### config.mk
export PLATFORM = sky130hd
export DESIGN_NAME = logic4_rr_arbiter
export DESIGN_NICKNAME = d
export VERILOG_FILES = /design/src/rtl/logic4_rr_arbiter.sv
export SDC_FILE = /design/constraint.sdc
export NUM_CORES = 1
export LEC_CHECK = 0
export ABC_AREA = 1
export CAP_MARGIN = 20
export CORE_MARGIN = 10
export CORE_UTILIZATION = 30
export CTS_CLUSTER_DIAMETER = 200
export DETAILED_ROUTE_END_ITERATION = 8
export GPL_TIMING_DRIVEN = 0
export PLACE_DENSITY_LB_ADDON = 0.15
export SLEW_MARGIN = 20
export SYNTH_ARGS = -nofsm -noshare
export SYNTH_HDL_FRONTEND = slang
export SYNTH_SLANG_ARGS = --single-unit
### constraint.sdc
create_clock -name clk -period 2.5 [get_ports clk]
set_input_delay 0.5 -clock clk [delete_from_list [all_inputs] [get_ports clk]]
set_output_delay 0.5 -clock clk [all_outputs]
set_load 0.02 [all_outputs]
### src/rtl/logic4_rr_arbiter.sv
// -----------------------------------------------------------------------------
// logic4_rr_arbiter
//
// Shares one bitwise logic unit (AND / OR / XOR / NOT) among NREQ requesters.
// A round-robin pointer picks one pending request in IDLE. The winner's opcode
// and operands are latched on that edge and the grant pulses for one cycle
// (EXEC). The result is then registered and offered on a valid/ready port
// tagged with the winner's ID (RESP). Every output comes straight from a flop.
//
// Ports:
//   clk        in   rising-edge clock
//   rst_n      in   asynchronous active-low reset
//   req        in   [NREQ]     level request per requester
//   op         in   [2*NREQ]   opcode per requester (lane i at [2i+1:2i])
//   x, y       in   [W*NREQ]   operands per requester (lane i at [W*i+W-1:W*i])
//   gnt        out  [NREQ]     one-hot grant pulse (one cycle)
//   res_valid  out             result available
//   res_data   out  [W]        result value
//   res_id     out  [IDW]      requester that owns res_data
//   res_ready  in              consumer accepts when high with res_valid
// -----------------------------------------------------------------------------
module logic4_rr_arbiter #(
  parameter int NREQ = 4,
  parameter int W    = 4,
  parameter int IDW  = 2
) (
  input  logic                clk,
  input  logic                rst_n,
  input  logic [NREQ-1:0]     req,
  input  logic [2*NREQ-1:0]   op,
  input  logic [W*NREQ-1:0]   x,
  input  logic [W*NREQ-1:0]   y,
  output logic [NREQ-1:0]     gnt,
  output logic                res_valid,
  output logic [W-1:0]        res_data,
  output logic [IDW-1:0]      res_id,
  input  logic                res_ready
);

  typedef enum logic [1:0] {
    S_IDLE = 2'd0,
    S_EXEC = 2'd1,
    S_RESP = 2'd2
  } state_e;

  state_e           state_q;
  logic [IDW-1:0]   last_id_q;
  logic [1:0]       op_q;
  logic [W-1:0]     x_q;
  logic [W-1:0]     y_q;
  logic [NREQ-1:0]  gnt_q;
  logic             res_valid_q;
  logic [W-1:0]     res_data_q;
  logic [IDW-1:0]   res_id_q;

  logic             win_found_s;
  logic [IDW-1:0]   win_id_s;
  logic [IDW-1:0]   cand_s;
  logic [1:0]       op_sel_s;
  logic [W-1:0]     x_sel_s;
  logic [W-1:0]     y_sel_s;

  // Bitwise logic unit; NOT uses x only.
  function automatic logic [W-1:0] logic_op(input logic [1:0] opc,
                                            input logic [W-1:0] a,
                                            input logic [W-1:0] b);
    logic [W-1:0] r;
    case (opc)
      2'b00:   r = a & b;
      2'b01:   r = a | b;
      2'b10:   r = a ^ b;
      2'b11:   r = ~a;
      default: r = '0;
    endcase
    return r;
  endfunction

  // Index to one-hot grant vector.
  function automatic logic [NREQ-1:0] onehot(input logic [IDW-1:0] id);
    logic [NREQ-1:0] oh;
    oh     = '0;
    oh[id] = 1'b1;
    return oh;
  endfunction

  // Round-robin winner: scan from the farthest candidate down to last_id+1 so
  // the nearest pending requester after the pointer is the last one written.
  always_comb begin
    win_found_s = 1'b0;
    win_id_s    = '0;
    cand_s      = '0;
    for (int off = NREQ; off >= 1; off--) begin
      cand_s      = IDW'((int'(last_id_q) + off) % NREQ);
      win_found_s = win_found_s | req[cand_s];
      win_id_s    = req[cand_s] ? cand_s : win_id_s;
    end
  end

  // Operand/opcode mux for the current winner.
  always_comb begin
    op_sel_s = '0;
    x_sel_s  = '0;
    y_sel_s  = '0;
    for (int i = 0; i < NREQ; i++) begin
      op_sel_s = (win_id_s == IDW'(i)) ? op[2*i +: 2] : op_sel_s;
      x_sel_s  = (win_id_s == IDW'(i)) ? x[W*i +: W]  : x_sel_s;
      y_sel_s  = (win_id_s == IDW'(i)) ? y[W*i +: W]  : y_sel_s;
    end
  end

  // Control FSM with all datapath and output registers.
  always_ff @(posedge clk or negedge rst_n) begin
    if (!rst_n) begin
      state_q     <= S_IDLE;
      last_id_q   <= IDW'(NREQ - 1);
      op_q        <= 2'b00;
      x_q         <= '0;
      y_q         <= '0;
      gnt_q       <= '0;
      res_valid_q <= 1'b0;
      res_data_q  <= '0;
      res_id_q    <= '0;
    end else begin
      case (state_q)
        S_IDLE: begin
          if (win_found_s) begin
            op_q      <= op_sel_s;
            x_q       <= x_sel_s;
            y_q       <= y_sel_s;
            gnt_q     <= onehot(win_id_s);
            last_id_q <= win_id_s;
            res_id_q  <= win_id_s;
            state_q   <= S_EXEC;
          end else begin
            gnt_q     <= '0;
          end
        end
        S_EXEC: begin
          res_data_q  <= logic_op(op_q, x_q, y_q);
          res_valid_q <= 1'b1;
          gnt_q       <= '0;
          state_q     <= S_RESP;
        end
        S_RESP: begin
          // res_valid is always high here, so res_ready alone completes it.
          if (res_ready) begin
            res_valid_q <= 1'b0;
            state_q     <= S_IDLE;
          end else begin
            res_valid_q <= 1'b1;
          end
        end
        default: begin
          gnt_q       <= '0;
          res_valid_q <= 1'b0;
          state_q     <= S_IDLE;
        end
      endcase
    end
  end

  assign gnt       = gnt_q;
  assign res_valid = res_valid_q;
  assign res_data  = res_data_q;
  assign res_id    = res_id_q;

endmodule

Word level (Yosys, flattened, before mapping):

Index checks and enable logic that the tools add are counted.

* word-level logic and storage cells: 76
* flip-flop bits (word level): 25
* bits of input ports: 47
* output and inout bits: 11

* reductions and logical operators: 6
* eq/ne operators: 10
* $lt $le $gt $ge: 6
* add/sub/neg operators: 4
* multiplexer cells: 34
* bitwise operators: 7

Operator list (count)
* two-way mux 4 bit: 9
* two-way mux 2 bit: 10
* one-hot mux 4 bit (4 select lines): 1
* less-than comparator 2 x 3 -> 1 bit (second input constant): 5
* == test 2 bit (second input constant): 5
* binary-select mux 1 bit (select 2 bit): 4
* one-hot mux 4 bit (2 select lines): 1
* == test 2 x 1 -> 1 bit (second input constant): 3
* logical NOT 2 bit: 3
* two-way mux 1 bit: 6
* one-hot mux 2 bit (3 select lines): 1
* adder 2 x 1 -> 2 bit (second input constant): 2
* adder 2 bit (second input constant): 2
* bitwise AND 4 bit: 1
* != test 2 bit (second input constant): 2
* NOT 4 bit: 1
* OR 4 bit: 1
* AND reduction 2 bit: 2
* XOR 4 bit: 1
* OR 1 bit: 3
* one-hot mux 1 bit (3 select lines): 1
* demux 1 bit (select 2 bit): 1
* >= comparator 2 x 1 -> 1 bit (second input constant): 1
* logical AND 1 bit: 1

Logic depth before layout (Yosys ltp):

* depth in word-level cells: 13
* mapped depth: 15
* depth with buffers taken out: 14

Worst setup path before layout:

OpenSTA, ideal clock, no wires.

* path type: register to register
* start point: register last_id_q[0]
* end point: register op_q[1]
* buffers on the path: 1
* data required time: 2.384 ns
* cell stages (with the launch flop): 15
* clock period less this slack: 1.822 ns
* setup time: 0.116 ns
* setup slack: 0.678 ns
* arrival: 1.706 ns
* path through: dfstp_2 -> inv_2 -> nand2_1 -> nand2_1 -> nand2_2 -> nand2_2 -> inv_2 -> nand3_4 -> nand2_8 -> nand2_4 -> buf_6 -> o21ai_2 -> inv_1 -> nand2_1 -> nand2_1

* longest elaborated chain between the ends: 12
* elaborated cells on any way between the ends: 28
* classes of those cells: add/sub (4); eq/ne (3); mux (16); bitwise (3); reduce/logical (2)

Ends and longest elaborated chain
* start: declaration: RTL line 47 `logic [IDW-1:0] last_id_q;`
* start signal: assignment: RTL line 115 `last_id_q <= IDW'(NREQ - 1);`
* start signal: assignment: RTL line 131 `last_id_q <= win_id_s;`
* adder 2 x 1 -> 2 bit: RTL line 93 `cand_s = IDW'((int'(last_id_q) + off) % NREQ);`
* binary-select mux 1 bit (select 2 bit): RTL line 94, 95
* two-way mux 1 bit (implied by the code): RTL line 94, 95
* two-way mux 2 bit (4 in a row): RTL line 95 `win_id_s = req[cand_s] ? cand_s : win_id_s;`
* logical NOT 2 bit: RTL line 105 `op_sel_s = (win_id_s == IDW'(i)) ? op[2*i +: 2] : op_sel_s;`
* two-way mux 2 bit (4 in a row): RTL line 105
* end signal: assignment: RTL line 127 `op_q <= op_sel_s;`
* end: declaration: RTL line 48 `logic [1:0] op_q;`

Parallel ways exist; a longest one is shown, timed or not. The select of a mux whose other input is x is not followed.
A chain may end at the register's enable or synchronous reset.

Worst setup path after layout:

* start point: register last_id_q[0]
* end point: register x_q[2]

* longest elaborated chain between the ends: 12
* elaborated cells on any way between the ends: 28
* classes of those cells: add/sub (4); eq/ne (3); mux (16); bitwise (3); reduce/logical (2)

Ends and longest elaborated chain
* adder 2 x 1 -> 2 bit: RTL line 93
* binary-select mux 1 bit (select 2 bit): RTL line 94, 95
* two-way mux 1 bit (implied by the code): RTL line 94, 95
* two-way mux 2 bit (4 in a row): RTL line 95
* logical NOT 2 bit: RTL line 106 `x_sel_s = (win_id_s == IDW'(i)) ? x[W*i +: W] : x_sel_s;`
* two-way mux 4 bit (4 in a row): RTL line 106
* end signal: assignment: RTL line 128 `x_q <= x_sel_s;`
* end: declaration: RTL line 49 `logic [W-1:0] x_q;`

Parallel ways exist; a longest one is shown, timed or not. The select of a mux whose other input is x is not followed.

==> impl_results.md <==
* Setup crit end: x_q[2]
* # port buffers at between 50 and 60
* Final worst-path cycle share at 85.7%
* TritonCTS Buffers at 3
* EDFF count, synth at 0
* Critical R2R Capture: x_q[2]
* Initial detailed-routing violation count at 70
* Initial antenna violation count at 0
* Critical-path maximum fanout at 10
* WL per Instance at 13.2 um
* Tmin final at around 2.1 ns
* CTS tree: built
* Vias in the first global route at 1862
* #FFs+latches synth at 25
* Largest net degree at the start of global routing at 26
* Power density cells at around 1500 mW/mm^2
* Clock buffer depth at 2
* Setup repair bufs after CTS at 0
* Relative slew slack at 62.8%
* Starting Density at 31.0%
* Fillers at 667
* Worst EP arrival at 2.31 ns
* Mapped Nets at 315
* Layout area overhead at 38.2%
* Post-synth top area share at a little under a third
* Sequential fraction of the synthesis area at around a third
* # hold bufs at CTS at 0
* Async S/R FF share, synth at between 90% and 100%
* Die area at between 0.009 and 0.01 sq mm
* Setup Crit Path Kind: register to register
* Static Leakage at roughly 0.0013 uW
* Worst hold path type: input pin to async pin
* GRT Resource Usage Total at 10.6%
* Core Box Area at about 0.006 sq mm
* Post-synth top area cell: dfrtp_1
* Post-layout util at 42.9%
* CTS-repair resized insts at 0
* DIE HEIGHT at 98.5 um
* Global-route wire length before repair at 8.89 mm
* Buf+Inv Stages, Crit Path at 4
* Die X at 98.5 um
* Synth top cells by count: nand2_1 (86), inv_1 (33), dfrtp_1 (23)
* Syn_area_per_cell at 7.19 sq um
* Worst reg-to-reg setup slack at 0.36 ns
* VDD IR-drop max at 0.000705 V
* RSZ-0062 raised after global routing: false
* CP Launch Type: register
* CP endpoint kind: register
* Ys flop type: dfrtp_1
* Syn Inst Count at 257
* Max-slew violations at 0
* Synth top area cells: dfrtp_1 (31%), nand2_1 (17%), ha_1 (7.4%), inv_1 (6.7%), nand3_1 (5.7%)
* Crit-path most repeated cell: nand2_1
* Final setup viols at 0
* Placed wire-length estimate at ~4.3 mm
* Detail Route Antenna Nets at 0
* Critical path's slowest cell: dfstp_2
* DRC errors left at 0
* Site Rows at 28
* Num Clock Sinks at 25
* Nets at around 380
* Fmax at 0.467 GHz
* Total chip power at 3710 uW
* Status: completed
* Critical path launch point: last_id_q[0]
* Reg2Reg Depth at 14
* Pin slew with the least headroom to its limit at 0.558 ns
* CP Depth at 14
* Ports at 58
* Worst skew pair latency at 0.27 ns
* Share of cells above drive strength 1 at 9.75%
* Routed WL at 5.21 mm
* CTS Root Cell: clkbuf_8
* Diodes inserted at 0
* DRT Pass-1 Iters at 6
* Aggregate global routing overflow at 0
* Critical path's top delay family: simple AND/OR/NAND/NOR gates
* Required @ worst endpoint at 2.67 ns
* Hold Violations, Final at 0
* Via count at 1836
* Max Cap Viol at 0
* Gp weighted congestion at 0.766
* Worst path max stage delay at about 0.61 ns
* Final TNS setup at 0 ns
* Clk_skew at 0.00261 ns
* Via density at 4.67
* Count leader, synth: nand2_1
* CP cell instances: inv_2 > nand2_1 > nand2_1 > nand2_2 > nand2_2 > nor2_4 > nand3_1 > nand2_1 > inv_2 > buf_2 > o21ai_0 > inv_1 > nand2_1 > nand2_1
* H-tree levels at 1
* Synth warnings at 0
* CTS clk-pin slew, worst paths at 0.09 ns
* Mapped Area at 0.00185 sq mm
* R2r startpoint: last_id_q[0]
* Synth cell types at 27
state kept, by name (all words and copies together), names as in the netlist:
name,flops
gnt,4
res_data,4
x_q,4
y_q,4
last_id_q,2
op_q,2
res_id,2
state_q,2
res_valid,1
routing by layer:
| layer | wire (um) | vias to the layer above | track usage [%] | part of all wire (%) |
|---|---|---|---|---|
| met5 | 0 | - | 0 | 0 |
| met4 | 65 | 0 | 3.64 | 1.2 |
| met3 | 425 | 4 | 3.14 | 8.2 |
| met2 | 2320 | 51 | 17.5 | 45 |
| met1 | 2400 | 822 | 12.8 | 46 |
| li1 | - | 959 | - | - |
logic make-up after synthesis:
family | count (synthesis) | share of synthesized area (%)
simple gates | 142 | 36.6
buf+inv | 44 | 10.5
compound gates | 35 | 11.4
flops | 25 | 34.0
fa+ha+maj | 11 | 7.45
area by class of cell:
type | instances | area (sq um) | share of cell area (%)
buffer | 7 | 55.1 | 2.16
clock buffer | 3 | 41.3 | 1.62
clock inverter | 1 | 5.00 | 0.196
inverter | 37 | 139 | 5.44
multi-input combinational | 188 | 1030 | 40.2
sequential | 25 | 628 | 24.6
tap | 75 | 93.8 | 3.67
timing repair buffer | 57 | 566 | 22.1
layout by cell type, fill, tap and decap left out, types with 2 or more instances in the layout:
cell type	count
nor2_4	2
o21ai_0	21
nand3_1	21
ha_1	11
o221ai_1	3
nand2_4	2
nand4_1	16
nor2_1	6
clkdlybuf4s50_1	56
clkbuf_8	3
inv_2	3
nand2_1	86
dfstp_2	2
buf_2	3
inv_1	33
nand2_2	7
o31ai_1	2
buf_6	3
dfrtp_1	23
a21oi_1	5
metrics by stage:
stage / worst slack (ns) / cell area [sq um] / instances / hold WS, ns
after floorplan: 0.678 / 1850 / 257 / 0.204
after global placement: 0.133 / 2510 / 389 / 0.464
after detailed placement: 0.127 / 2510 / 389 / 0.476
after CTS: 0.348 / 2550 / 393 / 0.229
after global routing: 0.152 / 2550 / 393 / 0.245
final: 0.358 / 2550 / 393 / 0.205
how the worst min path moves through the flow:
stage / from / to / depth (start not counted)
detailed placement: res_data[3] / res_data[3] / 2
global route: rst_n / res_valid / 1
floorplan: rst_n / gnt[0] / 0
global placement: res_data[3] / res_data[3] / 2
CTS: rst_n / state_q[1] / 1
finish: rst_n / res_valid / 1
report_power, final:
part	switching, uW	internal (uW)
registers	144	609
logic	1700	1010
clock network	135	112
total	1980	1730
No activity file was read; power rests on OpenSTA's default activity.
